`config.mk`:
```
export PLATFORM = sky130hd
export DESIGN_NAME = stream_mux_n
export DESIGN_NICKNAME = d
export VERILOG_FILES = /design/src/rtl/mux_pkg.sv /design/src/rtl/stream_mux_n_rr_arbiter.sv /design/src/rtl/stream_mux_n.sv
export SDC_FILE = /design/constraint.sdc
export NUM_CORES = 1
export LEC_CHECK = 0
export BUFFER_PORTS_ARGS = -buffer_cell sky130_fd_sc_hd__buf_2
export CAP_MARGIN = 5
export CORE_MARGIN = 2
export CORE_UTILIZATION = 35
export DETAILED_ROUTE_END_ITERATION = 8
export PLACE_DENSITY_LB_ADDON = 0.08
export SLEW_MARGIN = 20
export SYNTH_ARGS = -nofsm -noshare
export SYNTH_HDL_FRONTEND = slang
export SYNTH_SLANG_ARGS = --single-unit
```
`constraint.sdc`:
```
create_clock -name clk -period 3.1 [get_ports clk]
set_input_delay 0.465 -clock clk [delete_from_list [all_inputs] [get_ports clk]]
set_output_delay 0.465 -clock clk [all_outputs]
set_load 0.02 [all_outputs]
```
`src/rtl/mux_pkg.sv`:
```
// Shared encodings and index helpers for the stream multiplexers.
// Keeps the mode values identical across every datapath that selects by mode.
package mux_pkg;

    typedef enum logic {
        MODE_SEL = 1'b0,
        MODE_RR  = 1'b1
    } mode_e;

    // Wraps a channel index that may have run one step past n-1.
    function automatic int wrap_index(input int idx, input int n);
        return (idx >= n) ? idx - n : idx;
    endfunction

    function automatic int next_index(input int idx, input int n);
        return wrap_index(idx + 1, n);
    endfunction

endpackage

```
`src/rtl/stream_mux_n_rr_arbiter.sv`:
```
// Combinational round-robin search: first requester at or above ptr, modulo N.
// Holds no state; the pointer is owned by the caller.
module rr_arbiter
    import mux_pkg::*;
#(
    parameter int N    = 4,
    parameter int SELW = $clog2(N)
) (
    input  logic [N-1:0]    req,
    input  logic [SELW-1:0] ptr,
    output logic            gnt_valid,
    output logic [SELW-1:0] gnt_idx
);

    always_comb begin
        // NOTE: every output gets a default before the search so no path leaves it unassigned (no latch).
        gnt_valid = 1'b0;
        gnt_idx   = '0;
        for (int k = 0; k < N; k++) begin
            for (int j = 0; j < N; j++) begin
                if (!gnt_valid && (j == wrap_index(int'(ptr) + k, N)) && req[j]) begin
                    gnt_valid = 1'b1;
                    gnt_idx   = SELW'(j);
                end
            end
        end
    end

endmodule

```
`src/rtl/stream_mux_n.sv`:
```
// N-to-1 stream multiplexer with explicit-select and round-robin modes and a
// single registered output stage giving one-cycle latency at full throughput.
module stream_mux_n
    import mux_pkg::*;
#(
    parameter int WIDTH = 32,
    parameter int N     = 4,
    parameter int SELW  = $clog2(N)
) (
    input  logic               clk,
    input  logic               rst,
    input  logic [N*WIDTH-1:0] in_data,
    input  logic [N-1:0]       in_valid,
    output logic [N-1:0]       in_ready,
    input  logic               mode,
    input  logic [SELW-1:0]    sel,
    output logic [WIDTH-1:0]   out_data,
    output logic               out_valid,
    input  logic               out_ready,
    output logic [SELW-1:0]    out_src
);

    logic [SELW-1:0]  ptr;
    logic             rr_valid;
    logic [SELW-1:0]  rr_idx;
    logic             sel_hit;
    logic             gnt_valid;
    logic [SELW-1:0]  gnt_idx;
    logic [WIDTH-1:0] gnt_data;
    logic             can_load;
    logic             in_xfer;
    logic             is_rr;

    assign is_rr = (mode_e'(mode) == MODE_RR);

    rr_arbiter #(
        .N    (N),
        .SELW (SELW)
    ) u_rr_arbiter (
        .req       (in_valid),
        .ptr       (ptr),
        .gnt_valid (rr_valid),
        .gnt_idx   (rr_idx)
    );

    // A select value outside 0..N-1 matches no channel, so nothing is granted.
    always_comb begin
        sel_hit = 1'b0;
        for (int i = 0; i < N; i++) begin
            if (sel == SELW'(i)) begin
                sel_hit = in_valid[i];
            end
        end
    end

    assign gnt_valid = is_rr ? rr_valid : sel_hit;
    assign gnt_idx   = is_rr ? rr_idx   : sel;

    always_comb begin
        gnt_data = '0;
        for (int i = 0; i < N; i++) begin
            if (gnt_idx == SELW'(i)) begin
                gnt_data = in_data[i*WIDTH +: WIDTH];
            end
        end
    end

    assign can_load = !out_valid || out_ready;
    assign in_xfer  = can_load && gnt_valid;

    // Gated by rst as well: the output stage is empty during reset, so can_load alone would open it.
    always_comb begin
        in_ready = '0;
        if (!rst && in_xfer) begin
            for (int i = 0; i < N; i++) begin
                if (gnt_idx == SELW'(i)) begin
                    in_ready[i] = 1'b1;
                end
            end
        end
    end

    // NOTE: sequential state uses non-blocking assignments so every register samples pre-edge values.
    always_ff @(posedge clk or posedge rst) begin
        if (rst) begin
            // NOTE: the data register is reset too, because its value stays visible after the beat drains.
            out_valid <= 1'b0;
            out_data  <= '0;
            out_src   <= '0;
            ptr       <= '0;
        end else begin
            if (can_load) begin
                out_valid <= gnt_valid;
                if (gnt_valid) begin
                    out_data <= gnt_data;
                    out_src  <= gnt_idx;
                end
            end
            if (in_xfer && is_rr) begin
                ptr <= SELW'(next_index(int'(gnt_idx), N));
            end
        end
    end

endmodule

```
# Word level (Yosys, flattened, before mapping)
# Index checks and enable logic that the tools add are counted.
# word_totals
register_bits	37
inputBits	138
out_inout_bits	39
elab_cells	146
# classes
add_sub_neg	9
order_cmp	5
eq_ne	18
muxes	51
n_reduce_logical	59
# op_table
cell	n
3-bit by 32-bit == test with 1-bit output (first input constant)	8
32-bit 2-to-1 mux	8
2-bit by 32-bit == test with 1-bit output (first input constant)	4
32-bit zero test	4
32-bit by 4-bit >= comparator with 1-bit output (second input constant)	3
32-bit by 4-bit subtractor with 32-bit output (second input constant)	3
1-bit logical AND	34
2-bit 2-to-1 mux	16
1-bit 2-to-1 mux	26
1-bit zero test	17
2-bit == test (second input constant)	4
2-bit by 1-bit adder with 3-bit output (second input constant)	2
2-bit by 2-bit adder with 3-bit output (second input constant)	2
2-bit by 1-bit == test with 1-bit output (second input constant)	2
2-bit zero test	2
4-bit 2-to-1 mux	1
2-bit by 3-bit subtractor with 4-bit output (second input constant)	1
2-bit by 3-bit >= comparator with 1-bit output (second input constant)	1
3-bit >= comparator (second input constant)	1
2-bit AND reduction	1
2-bit by 1-bit subtractor with 2-bit output (second input constant)	1
1-bit logical OR	1

# Longest topological paths before layout
# depth
depth_word	71
mapped_depth	12
mapped_depth_nobuf	11

# Modules after synthesis
# A second synthesis with hierarchy kept.
# hier_totals
cells_unflattened	261
hier_area_um2	2610.0
# modules_own_cells
mod	instances	cells_each	area_per_inst_um2	seq_area_each_um2
stream_mux_n	1	250	2539.9	925.9
rr_arbiter	1	11	70.1	0.0

# Least setup slack after synthesis
# OpenSTA, ideal clock, no wires.
# synth_timing
kind	register to output
from	register ptr[1]
to	output port in_ready[1]
arrival_time_ns	2.171
t_required_ns	2.635
path_slack_ns	0.464
stages_incl_launch_ff	9
path_buffers	2
cell_sequence	dfrtp_1 > nand2b_1 > a21oi_1 > o21ai_0 > o32ai_1 > ha_1 > buf_2 > clkbuf_1 > nor3b_2
# synth_via
elab_chain_len	69
word_cells_on_any_way	115
cone_classes	7 x add/sub; 4 x order compare; 13 x eq/ne; 39 x mux; 52 x reduce/logical
# synth_lines
item	line_no	rtl
start: declaration	stream_mux_n.sv:23	logic [SELW-1:0] ptr;
start signal: assignment	stream_mux_n.sv:100	ptr <= SELW'(next_index(int'(gnt_idx), N));
2-bit by 3-bit subtractor with 4-bit output or 2-bit by 3-bit >= comparator with 1-bit output (tied branches)	mux_pkg.sv:12	return (idx >= n) ? idx - n : idx;
32-bit 2-to-1 mux	mux_pkg.sv:12	
32-bit zero test	stream_mux_n_rr_arbiter.sv:21	if (!gnt_valid && (j == wrap_index(int'(ptr) + k, N)) && req[j]) begin
1-bit logical AND	stream_mux_n_rr_arbiter.sv:21	
1-bit 2-to-1 mux	stream_mux_n_rr_arbiter.sv:21	
1-bit zero test	stream_mux_n_rr_arbiter.sv:21	
1-bit logical AND (2 in series)	stream_mux_n_rr_arbiter.sv:21	
1-bit 2-to-1 mux	stream_mux_n_rr_arbiter.sv:21	
[51 not listed]	n/a	
1-bit 2-to-1 mux	stream_mux_n_rr_arbiter.sv:21	
1-bit zero test	stream_mux_n_rr_arbiter.sv:21	
1-bit logical AND (2 in series)	stream_mux_n_rr_arbiter.sv:21	
2-bit 2-to-1 mux or 1-bit 2-to-1 mux (tied branches)	stream_mux_n_rr_arbiter.sv:21	
2-bit 2-to-1 mux or 1-bit 2-to-1 mux (tied branches)	stream_mux_n.sv:57, stream_mux_n.sv:56	
2-bit by 1-bit == test with 1-bit output or 1-bit logical AND (tied branches)	stream_mux_n.sv:76, stream_mux_n.sv:69	
1-bit 2-to-1 mux or 1-bit logical AND (tied branches)	stream_mux_n.sv:76, stream_mux_n.sv:74	
4-bit 2-to-1 mux (*)	stream_mux_n.sv:74	if (!rst && in_xfer) begin
end: declaration	stream_mux_n.sv:14	output logic [N-1:0] in_ready,
# Mark *: on every way between the ends. The rest lies on a longest branch, timed or not.

# Worst setup path after layout
# Ends and elaborated chain as after synthesis.

==> metrics.log <==
INFO  metric status = finished, final reports clean
INFO  metric core = between 0.006 and 0.007 mm^2
INFO  metric grt.overflow.total = 0
INFO  metric avgRoutedWirePerCell = roughly 14 um
INFO  metric report.final.slew_viol_count = 0
INFO  metric drt.antenna.violating_nets = 0
INFO  metric grt_pass1_wl = ~12 mm
INFO  metric synthesis.area_per_instance = slightly above 8 um^2
INFO  metric crit_path_cell_trace = nand2b_1 -> a21oi_1 -> o21ai_0 -> o32ai_1 -> buf_4 -> ha_1 -> buf_12 -> nor3b_2 -> buf_2
INFO  metric crit-reg2reg-capture = out_data[10]$_DFFE_PP0P_
INFO  metric required = about 2600 ps
INFO  metric worst-r2r-setup-slack = 390 ps
INFO  metric worst_r2r_startpoint = ptr[1]$_DFFE_PP0P_
INFO  metric via_count = 2851
INFO  metric detailedPlacementHpwl = 6.26 mm
INFO  metric gp_routability_congestion = around 0.79
INFO  metric cpMaxStageDelayCell = sky130_fd_sc_hd__dfrtp_1
INFO  metric clk_transition_reported_paths = ~80 ps
INFO  metric synthCells = between 300 and 400
INFO  metric critical_path.max_fanout = 34
INFO  metric cts-resized-gates = 0
INFO  metric crit_path_end_kind = output pin
INFO  metric synth-edff-count = 0
INFO  metric cts-htree-levels = 2
INFO  metric boundaryPins = around 180
INFO  metric synthMostInstantiatedCell = sky130_fd_sc_hd__nand2_1
INFO  metric design.die.area = roughly 0.0079 mm^2
INFO  metric final-setup-viol-count = 0
INFO  metric route.detailed.drc = 0
INFO  metric post_route_cells_drive_above_1_share = 42.9%
INFO  metric fin_skew = 7.60 ps
INFO  metric ys_async_sr_fraction = 100%
INFO  metric postSynthRegisterBits = 37
INFO  metric drt_pre_antenna_iters = 4
INFO  metric place.port_buffers = around 180
INFO  metric netlist_area = approximately 0.0025 mm^2
INFO  metric ys.warnings.count = 0
INFO  metric worst_ep_arrival = around 2400 ps
INFO  metric postRouteWirelength = about 8.0 mm
INFO  metric cts_buffers = 5
INFO  metric holdCritPathClass = in2async
INFO  metric drt-initial-drc-count = 98
INFO  metric detail_route.vias_per_cell = ~5
INFO  metric power_density_relative_to_cell_area = around 700 mW/mm^2
INFO  metric synth.top_cell.area_share = a little under two fifths
INFO  metric fmax = around 350 MHz
INFO  metric report.final.hold_viol_count = 0
INFO  metric worstSkewPairLatency = just under 300 ps
INFO  metric logic_depth_of_the_worst_register_to_register_path = 12
INFO  metric antenna_cells_inserted = 0
INFO  metric hold_buffers = 0
INFO  metric synth_area_leader_cell = sky130_fd_sc_hd__dfrtp_1
INFO  metric ir_drop = just under 0.3 mV
INFO  metric grt_max_degree = a little over 60
INFO  metric area.growth.synth_to_final = 40.7%
INFO  metric tightestPinTransition = between 600 and 700 ps
INFO  metric final.period_utilization = between 90 and 100%
INFO  metric critical_path.max_stage_delay = roughly 450 ps
INFO  metric finish.instance_area = about 0.0035 mm^2
INFO  metric cts_max_path_buffers = 2
INFO  metric ys.flop_type = sky130_fd_sc_hd__dfrtp_1
INFO  metric dieHeight = roughly 89 um
INFO  metric rows = 30
INFO  metric initial_antenna_violation_count = 0
INFO  metric period_needed = 2860 ps
INFO  metric fillers = 720
INFO  metric tritoncts = yes
INFO  metric ys_top_cells_by_count = sky130_fd_sc_hd__nand2_1, sky130_fd_sc_hd__a21oi_1, sky130_fd_sc_hd__dfrtp_1
INFO  metric total_leakage_power = 1.73 nW
INFO  metric critical_path.startpoint_type = flip-flop
INFO  metric nets = just over 600
INFO  metric synth_cell_types = 27
INFO  metric chipWidth = about 89 um
INFO  metric synth_sequential_area_ratio = 36.7%
INFO  metric cts_setup_buffers = 0
INFO  metric postSynthNetCount = around 450
INFO  metric max-cap-violations = 0
INFO  metric ys_top_cells_by_area = sky130_fd_sc_hd__dfrtp_1, sky130_fd_sc_hd__a221oi_1, sky130_fd_sc_hd__nor2b_1
INFO  metric placed_area = 0.00344 mm^2
INFO  metric setup_tns = 0 ps
INFO  metric grt_setup_unrepaired = no
INFO  metric worst_slew_margin_rel = 56.2%
INFO  metric crit_type = reg2out
INFO  metric cts-root-buf = sky130_fd_sc_hd__clkbuf_8
INFO  metric track_usage = between 10% and 20%
INFO  metric via_count_of_the_first_global_routing_pass = 2490
INFO  metric cts_sinks = 37
INFO  metric start_util = around 37%
[worst max-delay path by stage]
stage	from	end	slack, ps	depth (start not counted)
2_1_floorplan	ptr[1]$_DFFE_PP0P_	in_ready[1]	460	8
3_3_place_gp	in_valid[1]	out_data[31]$_DFFE_PP0P_	190	13
3_5_place_dp	in_valid[0]	out_data[23]$_DFFE_PP0P_	110	13
4_1_cts	ptr[1]$_DFFE_PP0P_	in_ready[1]	110	9
5_1_grt	ptr[1]$_DFFE_PP0P_	in_ready[1]	20	9
6_report	ptr[1]$_DFFE_PP0P_	in_ready[1]	240	9
[layout by cell type (no fill, tap or decap), types with 2 or more instances in the layout]
cell type                    n
sky130_fd_sc_hd__buf_2     176
sky130_fd_sc_hd__nand2_1    39
sky130_fd_sc_hd__a21oi_1    37
sky130_fd_sc_hd__dfrtp_1    37
sky130_fd_sc_hd__nor3_1     34
sky130_fd_sc_hd__o21ai_1    33
sky130_fd_sc_hd__nor2b_1    32
sky130_fd_sc_hd__a221oi_1   31
sky130_fd_sc_hd__buf_4       8
sky130_fd_sc_hd__nor2_1      6
sky130_fd_sc_hd__inv_1       5
sky130_fd_sc_hd__clkbuf_8    5
sky130_fd_sc_hd__o21ai_0     4
sky130_fd_sc_hd__nor3b_2     4
sky130_fd_sc_hd__nand2b_1    3
sky130_fd_sc_hd__nand3_1     2
sky130_fd_sc_hd__mux2i_1     2
sky130_fd_sc_hd__ha_1        2
sky130_fd_sc_hd__ha_2        2
sky130_fd_sc_hd__clkinv_2    2
[stage by stage]
| stage | cells | power [mW] | worst slack, ps | util [%] | hold WS [ps] |
|---|---|---|---|---|---|
| 2_1_floorplan | 310 | 1.68 | 464 | - | 511 |
| 3_3_place_gp | 563 | 2.09 | 186 | 50.1 | 463 |
| 3_5_place_dp | 563 | 2.12 | 105 | 50.1 | 471 |
| 4_1_cts | 571 | 2.45 | 113 | 51.4 | 252 |
| 5_1_grt | 571 | 2.64 | 19.3 | 51.7 | 269 |
| 6_report | 571 | 2.43 | 240 | 51.7 | 252 |
[sequential cells by signal (all words and copies together), names as in the netlist]
name / cells
out_data: 32
out_src: 2
out_valid: 1
ptr: 2
[report_power, final]
group	total (mW)	switching, mW	internal, mW
clock network	0.324	0.169	0.155
registers	0.772	0.106	0.665
logic	1.33	0.795	0.536
total	2.43	1.07	1.36
[layout make-up]
type / count / area, um^2 / share of cell area (%)
Sequential cell: 37 / 926 / 26.1
Clock inverter: 3 / 17.5 / 0.494
Timing Repair Buffer: 185 / 961 / 27.1
Tap cell: 96 / 120 / 3.39
Multi-Input combinational cell: 239 / 1430 / 40.4
Inverter: 6 / 22.5 / 0.635
Clock buffer: 5 / 68.8 / 1.94
[cell families (layout without fill, tap and decap cells)]
logic type	after synthesis	count (layout)	synth area share, %
muxes	5	5	2.28
AOI/OAI and AO/OA	108	108	26.6
DFF	37	37	36.7
buffers and inverters	34	199	6.89
adders and majority gates	4	4	1.98
and+or+nand+nor	122	122	25.5
[critical path: cells and delay by family, from the launching register on]
| kind | cells | cell delay [ps] |
|---|---|---|
| AO/OA/AOI/OAI | 3 | 450 |
| buffers and inverters | 3 | 580 |
| AND/OR/NAND/NOR | 2 | 380 |
| adder cells (fa/ha/maj) | 1 | 250 |
| flip-flops | 1 | 450 |
[layer usage]
layer	part of all wire, %	track usage, %	vias up
met5	0	0	-
met4	1.4	4.55	0
met3	9.3	6.09	11
met2	49	33.1	117
met1	41	24.5	1268
li1	-	-	1455
Note: power is estimated with default switching activity, not from simulation.
